[config.mk]
export PLATFORM = sky130hd
export DESIGN_NAME = dispense_sequencer_flat
export DESIGN_NICKNAME = d
export VERILOG_FILES = /design/src/rtl/dispense_pkg.sv /design/src/rtl/dispense_sequencer_if.sv /design/src/rtl/dispense_sequencer_req_fifo.sv /design/src/rtl/dispense_sequencer.sv /design/src/flat_wrapper.sv
export SDC_FILE = /design/constraint.sdc
export NUM_CORES = 1
export LEC_CHECK = 0
export ABC_AREA = 1
export BUFFER_PORTS_ARGS = -buffer_cell sky130_fd_sc_hd__buf_2
export CORE_MARGIN = 2
export CORE_UTILIZATION = 45
export CTS_CLUSTER_DIAMETER = 30
export CTS_CLUSTER_SIZE = 14
export DETAILED_ROUTE_END_ITERATION = 16
export PLACE_DENSITY_LB_ADDON = 0.08
export SETUP_SLACK_MARGIN = 0.4
export SYNTH_ARGS = -nofsm -noshare
export SYNTH_HDL_FRONTEND = slang
export SYNTH_HIERARCHICAL = 1
export SYNTH_SLANG_ARGS = --single-unit
[constraint.sdc]
create_clock -name clk -period 6.1 [get_ports clk]
set_input_delay 1.22 -clock clk [delete_from_list [all_inputs] [get_ports clk]]
set_output_delay 1.22 -clock clk [all_outputs]
set_load 0.02 [all_outputs]
[src/rtl/dispense_pkg.sv]
// Shared types and default sizing for the cola dispense sequencer.
package dispense_pkg;
  localparam int unsigned DEPTH_DEF   = 4;
  localparam int unsigned TIMEOUT_DEF = 16;
  localparam int unsigned CNT_W       = 3;

  typedef enum logic [1:0] {
    IDLE,
    MOTOR,
    HOPPER,
    FAULT
  } state_t;
endpackage

[src/rtl/dispense_sequencer_if.sv]
// Coin-engine / actuator signal bundle around the dispense sequencer.
interface dispense_sequencer_if;
  import dispense_pkg::*;

  logic             open_req;
  logic             change_req;
  logic             motor_done;
  logic             hopper_done;
  logic             clear_fault;
  logic             motor_en;
  logic             hopper_en;
  logic             busy;
  logic             fault;
  logic [CNT_W-1:0] pending_cnt;
  logic             drop_err;

  modport master (
    output open_req, change_req, motor_done, hopper_done, clear_fault,
    input  motor_en, hopper_en, busy, fault, pending_cnt, drop_err
  );

  modport slave (
    input  open_req, change_req, motor_done, hopper_done, clear_fault,
    output motor_en, hopper_en, busy, fault, pending_cnt, drop_err
  );
endinterface

[src/rtl/dispense_sequencer_req_fifo.sv]
// Pending-vend queue: DEPTH one-bit entries (change owed), head at bit 0.
module req_fifo
  import dispense_pkg::*;
#(
  parameter int unsigned DEPTH = DEPTH_DEF
) (
  input  logic             clk,
  input  logic             reset,
  input  logic             push,
  input  logic             pop,
  input  logic             flush,
  input  logic             din,
  output logic             dout,
  output logic             full,
  output logic             empty,
  output logic [CNT_W-1:0] count
);
  logic [DEPTH-1:0] mem, mem_n;
  logic [CNT_W-1:0] count_n, widx;
  logic             push_ok, pop_ok;

  assign full    = (count == CNT_W'(DEPTH));
  assign empty   = (count == '0);
  assign push_ok = push && !full;
  assign pop_ok  = pop && !empty;
  assign dout    = mem[0];

  // Shift-down on pop, so a simultaneous push lands one slot lower.
  always_comb begin
    mem_n = mem;
    widx  = count;
    if (pop_ok) begin
      mem_n = mem >> 1;
      widx  = count - 1'b1;
    end
    if (push_ok) begin
      mem_n = (mem_n & ~(DEPTH'(1) << widx)) | (DEPTH'(din) << widx);
    end
    count_n = count + CNT_W'(push_ok) - CNT_W'(pop_ok);
  end

  always_ff @(posedge clk or posedge reset) begin
    if (reset) begin
      count <= '0;
      mem   <= '0;
    end else if (flush) begin
      count <= '0;
      mem   <= '0;
    end else begin
      count <= count_n;
      mem   <= mem_n;
    end
  end
endmodule

[src/rtl/dispense_sequencer.sv]
// Cola vend sequencer: queues vend requests, runs motor then optional change
// hopper per job, with per-actuator timeout into a latched fault state.
module dispense_sequencer
  import dispense_pkg::*;
#(
  parameter int unsigned DEPTH   = DEPTH_DEF,
  parameter int unsigned TIMEOUT = TIMEOUT_DEF
) (
  input  logic                 clk,
  input  logic                 reset,
  dispense_sequencer_if.slave  bus
);
  localparam int unsigned      TMR_W   = (TIMEOUT > 2) ? $clog2(TIMEOUT) : 1;
  localparam logic [TMR_W-1:0] TMR_TOP = TMR_W'(TIMEOUT - 1);

  state_t           state, state_n;
  logic [TMR_W-1:0] timer;
  logic             change_flag;
  logic             motor_en_q, hopper_en_q, drop_q;
  logic             push, pop, flush, drop;
  logic             q_dout, q_full, q_empty;
  logic [CNT_W-1:0] q_count;

  req_fifo #(.DEPTH(DEPTH)) u_fifo (
    .clk   (clk),
    .reset (reset),
    .push  (push),
    .pop   (pop),
    .flush (flush),
    .din   (bus.change_req),
    .dout  (q_dout),
    .full  (q_full),
    .empty (q_empty),
    .count (q_count)
  );

  always_comb begin
    state_n = state;
    pop     = 1'b0;
    flush   = 1'b0;
    unique case (state)
      IDLE: begin
        if (!q_empty) begin
          pop     = 1'b1;
          state_n = MOTOR;
        end
      end
      MOTOR: begin
        if (bus.motor_done) begin
          state_n = change_flag ? HOPPER : IDLE;
        end else if (timer == TMR_TOP) begin
          state_n = FAULT;
          flush   = 1'b1;
        end
      end
      HOPPER: begin
        if (bus.hopper_done) begin
          state_n = IDLE;
        end else if (timer == TMR_TOP) begin
          state_n = FAULT;
          flush   = 1'b1;
        end
      end
      FAULT: begin
        if (bus.clear_fault) begin
          state_n = IDLE;
        end
      end
      default: state_n = IDLE;
    endcase
    // Fullness is judged on the pre-pop count: no pass-through on a full queue.
    push = bus.open_req && (state != FAULT);
    drop = bus.open_req && (q_full || (state == FAULT));
  end

  always_ff @(posedge clk or posedge reset) begin
    if (reset) begin
      state       <= IDLE;
      timer       <= '0;
      change_flag <= 1'b0;
      motor_en_q  <= 1'b0;
      hopper_en_q <= 1'b0;
      drop_q      <= 1'b0;
    end else begin
      state <= state_n;
      if (state_n != state) begin
        timer <= '0;
      end else if ((state == MOTOR) || (state == HOPPER)) begin
        timer <= timer + 1'b1;
      end
      if (pop) begin
        change_flag <= q_dout;
      end
      motor_en_q  <= (state_n == MOTOR);
      hopper_en_q <= (state_n == HOPPER);
      drop_q      <= drop;
    end
  end

  assign bus.motor_en    = motor_en_q;
  assign bus.hopper_en   = hopper_en_q;
  assign bus.busy        = (state != IDLE);
  assign bus.fault       = (state == FAULT);
  assign bus.pending_cnt = q_count;
  assign bus.drop_err    = drop_q;
endmodule

[src/flat_wrapper.sv]
// flat-port wrapper written by rule: the top's interface ports become plain ports
module dispense_sequencer_flat import dispense_pkg::*;
#(
  parameter int unsigned DEPTH   = DEPTH_DEF,
  parameter int unsigned TIMEOUT = TIMEOUT_DEF
)
  (clk, reset, bus_open_req, bus_change_req, bus_motor_done, bus_hopper_done, bus_clear_fault, bus_motor_en, bus_hopper_en, bus_busy, bus_fault, bus_pending_cnt, bus_drop_err);
  dispense_sequencer_if bus_i ();
  input  logic clk;
  input  logic reset;
  input wire logic [$bits(bus_i.open_req)-1:0] bus_open_req;
  input wire logic [$bits(bus_i.change_req)-1:0] bus_change_req;
  input wire logic [$bits(bus_i.motor_done)-1:0] bus_motor_done;
  input wire logic [$bits(bus_i.hopper_done)-1:0] bus_hopper_done;
  input wire logic [$bits(bus_i.clear_fault)-1:0] bus_clear_fault;
  output wire logic [$bits(bus_i.motor_en)-1:0] bus_motor_en;
  output wire logic [$bits(bus_i.hopper_en)-1:0] bus_hopper_en;
  output wire logic [$bits(bus_i.busy)-1:0] bus_busy;
  output wire logic [$bits(bus_i.fault)-1:0] bus_fault;
  output wire logic [$bits(bus_i.pending_cnt)-1:0] bus_pending_cnt;
  output wire logic [$bits(bus_i.drop_err)-1:0] bus_drop_err;
  assign bus_i.open_req = bus_open_req;
  assign bus_i.change_req = bus_change_req;
  assign bus_i.motor_done = bus_motor_done;
  assign bus_i.hopper_done = bus_hopper_done;
  assign bus_i.clear_fault = bus_clear_fault;
  assign bus_motor_en = bus_i.motor_en;
  assign bus_hopper_en = bus_i.hopper_en;
  assign bus_busy = bus_i.busy;
  assign bus_fault = bus_i.fault;
  assign bus_pending_cnt = bus_i.pending_cnt;
  assign bus_drop_err = bus_i.drop_err;
  dispense_sequencer #(.DEPTH(DEPTH), .TIMEOUT(TIMEOUT)) u_core (.clk(clk), .reset(reset), .bus(bus_i));
endmodule
After elaboration in Yosys (flattened, before gate mapping):

Cells that the tools add are included.

* bits in writable memories: 0
* register bits after elaboration: 17
* latch bits: 0
* bits of input ports: 7
* logic and storage cells: 58
* memories kept: 0
* output and inout port bits: 8
* ROM bits: 0

* multipliers: 0
* bitwise gates (word level): 3
* magnitude comparators: 0
* $add $sub $neg: 4
* equal/unequal tests: 9
* shift operators: 2
* div/mod/pow operators: 0
* reductions and logical operators: 12
* multiplexer cells: 20

Operator list (number)
* $mux 4: 5
* $mux 2: 6
* $pmux 2 s4: 1
* $eq 2x2->1 const B: 3
* $mux 3: 2
* $mux 1: 5
* $add 4x1->4 const B: 1
* $and 4x4->4: 1
* $eq 2x1->1 const B: 2
* $eq 4x4->1 const B: 1
* $logic_and 1x1->1: 4
* $not 4->4: 1
* $or 4x4->4: 1
* $reduce_bool 2->1: 2
* $shl 1x3->4: 1
* $shl 1x3->4 const A: 1
* $add 3x1->3: 1
* $eq 3x3->1 const B: 1
* $logic_not 3->1: 1
* $sub 3x1->3: 1
* $sub 3x1->3 const B: 1
* $logic_not 1->1: 2
* $logic_not 2->1: 1
* $logic_or 1x1->1: 2
* other kinds (3): 3

Longest topological paths before layout:

* depth after elaboration: 11
* mapped depth: 13
* gate-level depth less buffers: 13

Cells and area by module:

The synthesis kept the hierarchy.

By module, submodules not included
* dispense_sequencer: cells each 76, sequential area each 250.2 um^2, instances 1, area an instance 635.6 um^2
* req_fifo: cells each 90, sequential area each 175.2 um^2, instances 1, area an instance 620.6 um^2

Least setup slack after synthesis:

No wires, ideal clock.

* path kind: reg-to-reg
* from: reg u_core.u_fifo.count[1]
* to: reg u_core.u_fifo.count[2]
* required time: 5.982 ns
* slack: 3.518 ns
* stages on the path, launching flop included: 13
* setup time: 0.118 ns
* arrival time: 2.463 ns
* clock period less this slack: 2.582 ns
* path buffers: 0
* cell sequence: dfrtp_1 > inv_1 > ha_1 > nand2_4 > inv_1 > nor2_1 > nand2_4 > xor2_1 > ha_1 > inv_1 > fa_1 > xor2_1 > nor2_1

* longest elaborated chain between the ends: 6

Ends and longest elaborated chain
* start: declaration: line dispense_sequencer_req_fifo.sv:16 `output logic [CNT_W-1:0] count`
* start signal: assignment: line dispense_sequencer_req_fifo.sv:50 `count <= count_n;`
* $logic_not 3->1: line dispense_sequencer_req_fifo.sv:23 `assign empty = (count == '0);`
* via u_core.q_empty: line dispense_sequencer.sv:21 `logic q_dout, q_full, q_empty;`
* $mux 1: line dispense_sequencer.sv:43 `if (!q_empty) begin`
* $mux 1: line dispense_sequencer.sv:41 `unique case (state)`
* via u_core.pop: line dispense_sequencer.sv:20 `logic push, pop, flush, drop;`
* $logic_and 1x1->1: line dispense_sequencer_req_fifo.sv:25 `assign pop_ok = pop && !empty;`
* $sub 3x1->3: line dispense_sequencer_req_fifo.sv:39 `count_n = count + CNT_W'(push_ok) - CNT_W'(pop_ok);`
* $mux 3: line dispense_sequencer_req_fifo.sv:46 `end else if (flush) begin`

The timed path passes the listed nets, and every way through them passes these cells.
A chain may end at the register's enable or synchronous reset.

Worst setup path after layout:

* from: reg u_core.u_fifo.count[0]
* to: reg u_core.u_fifo.count[2]

The elaborated chain is that of the path after synthesis.

==> summary.md <==
| Metric | Value |
|---|---|
| Outcome | complete, no violations |
| Worst-margin pin slew | roughly 560 ps |
| Syn_nets | between 150 and 200 |
| Slew HR | 0.627 |
| Place WS | about 3300 ps |
| WL met1 | between 1000 and 1500 microns |
| Endpoint, Worst Hold | u_core/change_flag |
| Core area | ~0.0027 sq mm |
| Yosys reg bits | 17 |
| Crit Path Class | register to register |
| Hold buffer count at CTS | 0 |
| Grt ovf | 0 |
| Peak supply drop | 0.389 mV |
| R2R cell count | 12 |
| Worst-Skew Late Latency | around 290 ps |
| Die H | approximately 57 microns |
| Min-delay src | u_core/change_flag |
| Final ANT Viol Nets | 0 |
| FILL cells | about 270 |
| FMAX | ~370 MHz |
| Hold path cells | 1 |
| Worst-path clk slew | approximately 100 ps |
| Simple-Gate Fraction of Synth Area | 0.373 |
| Synth cell types | 25 |
| First-pass GRT wire length | a little under 4000 microns |
| Crit end category | register |
| Total die area | roughly 0.0032 sq mm |
| RSZ-0062 raised after global routing | false |
| Most common cell type on the critical path | inv_1 |
| Leakage power | 0.000805 uW |
| Number of port buffers | 14 |
| Compound-Gate Fraction of Synth Area | 0.0279 |
| R2R setup slack | 3420 ps |
| Initial antenna violation count | 0 |
| CTS root buf | clkbuf_4 |
| IO Count | 15 |
| Post-route cell area | roughly 0.0014 sq mm |
| Yosys warnings | 6 |
| Placed cell area | around 0.0014 sq mm |
| DRT Pass-1 Iters | 4 |
| Site Rows | 19 |
| Initial core utilization | 0.464 |
| Largest net degree at the start of global routing | 11 |
| Final hold vios | 0 |
| Mapped cell area | approximately 0.0013 sq mm |
| FF/Latch Area | 425 sq um |
| Highest cell delay on the worst timing path | roughly 450 ps |
| Critical R2R Launch | u_core/u_fifo/count[0] |
| Post-Route WL | 2310 microns |
| Top sig layer | met4 |
| Largest family of logic cells by synthesized area | simple AND/OR/NAND/NOR gates |
| CP Max Fanout | 9 |
| Arr. time, crit path | 2870 ps |
| Fin Clk Skew | approximately 4.8 ps |
| Cts bufs inserted | 3 |
| Total track usage | 0.155 |
| Routed wl met3 | around 37 microns |
| PnR worst setup slack | 3420 ps |
| Diode count | 0 |
| Slowest CP cell | nor2_1 |
| Total Negative Setup Slacks | 0 ps |
| DR WL met2 | ~1200 microns |
| DRC | 0 |
| Iteration-0 DRC count of the detailed router | 26 |
| Syn-to-layout area delta | 10.9% |
| Post-layout min period | 2680 ps |
| Max-cap violations | 0 |
| Hold Worst Slack | roughly 530 ps |
| PostCTS Resize Cnt | 0 |
| Worst hold path type | register to register |
| H-tree depth | 1 |
| Vias in the first global route | 990 |
| Clock Tree Buf Depth | 2 |
| Post-Synth XOR/XNOR Area | 0.0418 |
| Adder-Cell Fraction of Synth Area | 0.106 |
| Crit path cell chain | inv_1, ha_1, nand2_4, inv_1, nor2_1, nand2_4, xor2_1, ha_1, inv_1, fa_1, xor2_1, nor2_1 |
| Share of cells above drive strength 1 | 0.277 |
| CTS sink cnt | 17 |
| Worst r2r dst | u_core/u_fifo/count[2] |
| Max Slew Vio Count | 0 |
| Synth Instances | between 150 and 200 |
| # setup viols final | 0 |
| Setup crit start kind | register |
| Final Wtd Congestion | ~0.85 |
| Vias per inst | around 4.6 |
| DR WL/cell | 10.8 microns |
| Final period utilization | 0.439 |
| CTS tree | done |
| Mux contribution to synthesized area | 0.0169 |
| Vias | between 900 and 1000 |
| WP data required | about 6300 ps |
| Number of post-CTS setup repair buffers | 0 |
| Post-route core utilization | 0.514 |
| Area of the multi-input gates | slightly above 700 sq um |
| Seq/Total Area, Yosys | 0.339 |
| Fin nets | between 200 and 250 |
| PD cells | between 500 and 600 mW/mm^2 |
| Die span in x | 56.8 microns |
| DP Wirelength | between 1500 and 2000 microns |
| Mapped Avg Cell Area | between 7 and 8 sq um |
## power breakdown
group          leakage [uW]  internal (uW)  total [uW]  switching [uW]
Sequential         0.000212            160         198            37.7
Combinational      0.000576            203         569             366
Clock             0.0000177           24.4        59.3            35.0
## flip-flops by register name (all words and copies together) (netlist names)
signal                flops
u_core/change_flag        1
u_core/bus.hopper_en      1
u_core/bus.motor_en       1
u_core/state              2
u_core/bus.drop_err       1
u_core/u_fifo/count       3
u_core/timer              4
u_core/u_fifo/mem         4
## worst max-delay path: cells and delay by family (launching register included)
kind | cells | cell delay, ps
XOR/XNOR | 2 | 340
adder cells (fa/ha/maj) | 3 | 800
buffers and inverters | 3 | 230
flip-flops | 1 | 430
AND/OR/NAND/NOR | 4 | 780
## metal layers
layer  track usage  vias up
li1              -      539
met1         0.182      442
met2         0.281        7
met3        0.0138        2
met4        0.0764        0
met5             0        -
## worst max-delay path by stage
stage | start | slack, ps | endpoint
after floorplan | u_core/u_fifo/count[1] | 3520 | u_core/u_fifo/count[2]
after global placement | bus_open_req | 3350 | u_core/u_fifo/count[2]
after detailed placement | bus_open_req | 3330 | u_core/u_fifo/count[2]
after CTS | u_core/u_fifo/count[1] | 3420 | u_core/u_fifo/count[2]
after global routing | u_core/u_fifo/count[1] | 3240 | u_core/u_fifo/count[2]
final | u_core/u_fifo/count[0] | 3420 | u_core/u_fifo/count[2]
## metrics by stage
stage          power [uW]  instances
5_1_grt               913        215
6_report              826        215
2_1_floorplan         656        166
3_3_place_gp          765        211
4_1_cts               837        215
3_5_place_dp          772        211
## Yosys cell counts
library cell | instances | area, sq um
nand2_4 | 3 | 33.8
xor2_1 | 4 | 35.0
xnor2_1 | 2 | 17.5
or2_0 | 2 | 12.5
mux2_2 | 1 | 11.3
o21ai_1 | 1 | 5.00
inv_1 | 23 | 86.3
dfrtp_1 | 17 | 425
nor2_4 | 1 | 11.3
nand2_2 | 9 | 56.3
nand3_2 | 1 | 10.0
ha_1 | 9 | 113
nand3_1 | 13 | 65.1
nor2_2 | 7 | 43.8
mux2i_1 | 1 | 10.0
nand4_1 | 1 | 6.26
inv_2 | 8 | 30.0
nand2_1 | 30 | 113
fa_1 | 1 | 20.0
nor2_8 | 1 | 20.0
a21oi_1 | 3 | 15.0
o21ai_0 | 3 | 15.0
clkinv_2 | 1 | 5.00
nor2_1 | 23 | 86.3
and3b_2 | 1 | 10.0
## logic make-up (layout without fill, tap and decap cells)
logic type	Yosys count	after routing
AO/OA/AOI/OAI	7	7
XOR/XNOR	6	6
adder cells (fa/ha/maj)	10	10
buffers and inverters	32	50
flip-flops	17	17
multiplexers	2	2
AND/OR/NAND/NOR	92	92
## final cells by class
type / count / share of cell area
multi-input combinational: 117 / 0.509
timing repair buffer: 14 / 0.0503
tap: 31 / 0.0279
clock buffer: 3 / 0.0162
sequential: 17 / 0.305
clock inverter: 1 / 0.00359
inverter: 32 / 0.0872
## cells in the final DEF (no fill, tap or decap)
cell	synthesis	routed
xor2_1	4	4
nand2_1	30	30
clkbuf_4	0	3
nand2_4	3	3
nor2_8	1	1
o21ai_1	1	1
ha_1	9	9
o21ai_0	3	3
nand2_2	9	9
nor2_2	7	7
mux2_2	1	1
inv_1	23	23
dfrtp_1	17	17
clkinv_2	1	2
nor2_1	23	23
fa_1	1	1
inv_2	8	8
mux2i_1	1	1
xnor2_1	2	2
nand3_2	1	1
nand4_1	1	1
nor2_4	1	1
buf_2	0	14
a21oi_1	3	3
nand3_1	13	13
or2_0	2	2
and3b_2	1	1
(Power assumes the default switching activity.)
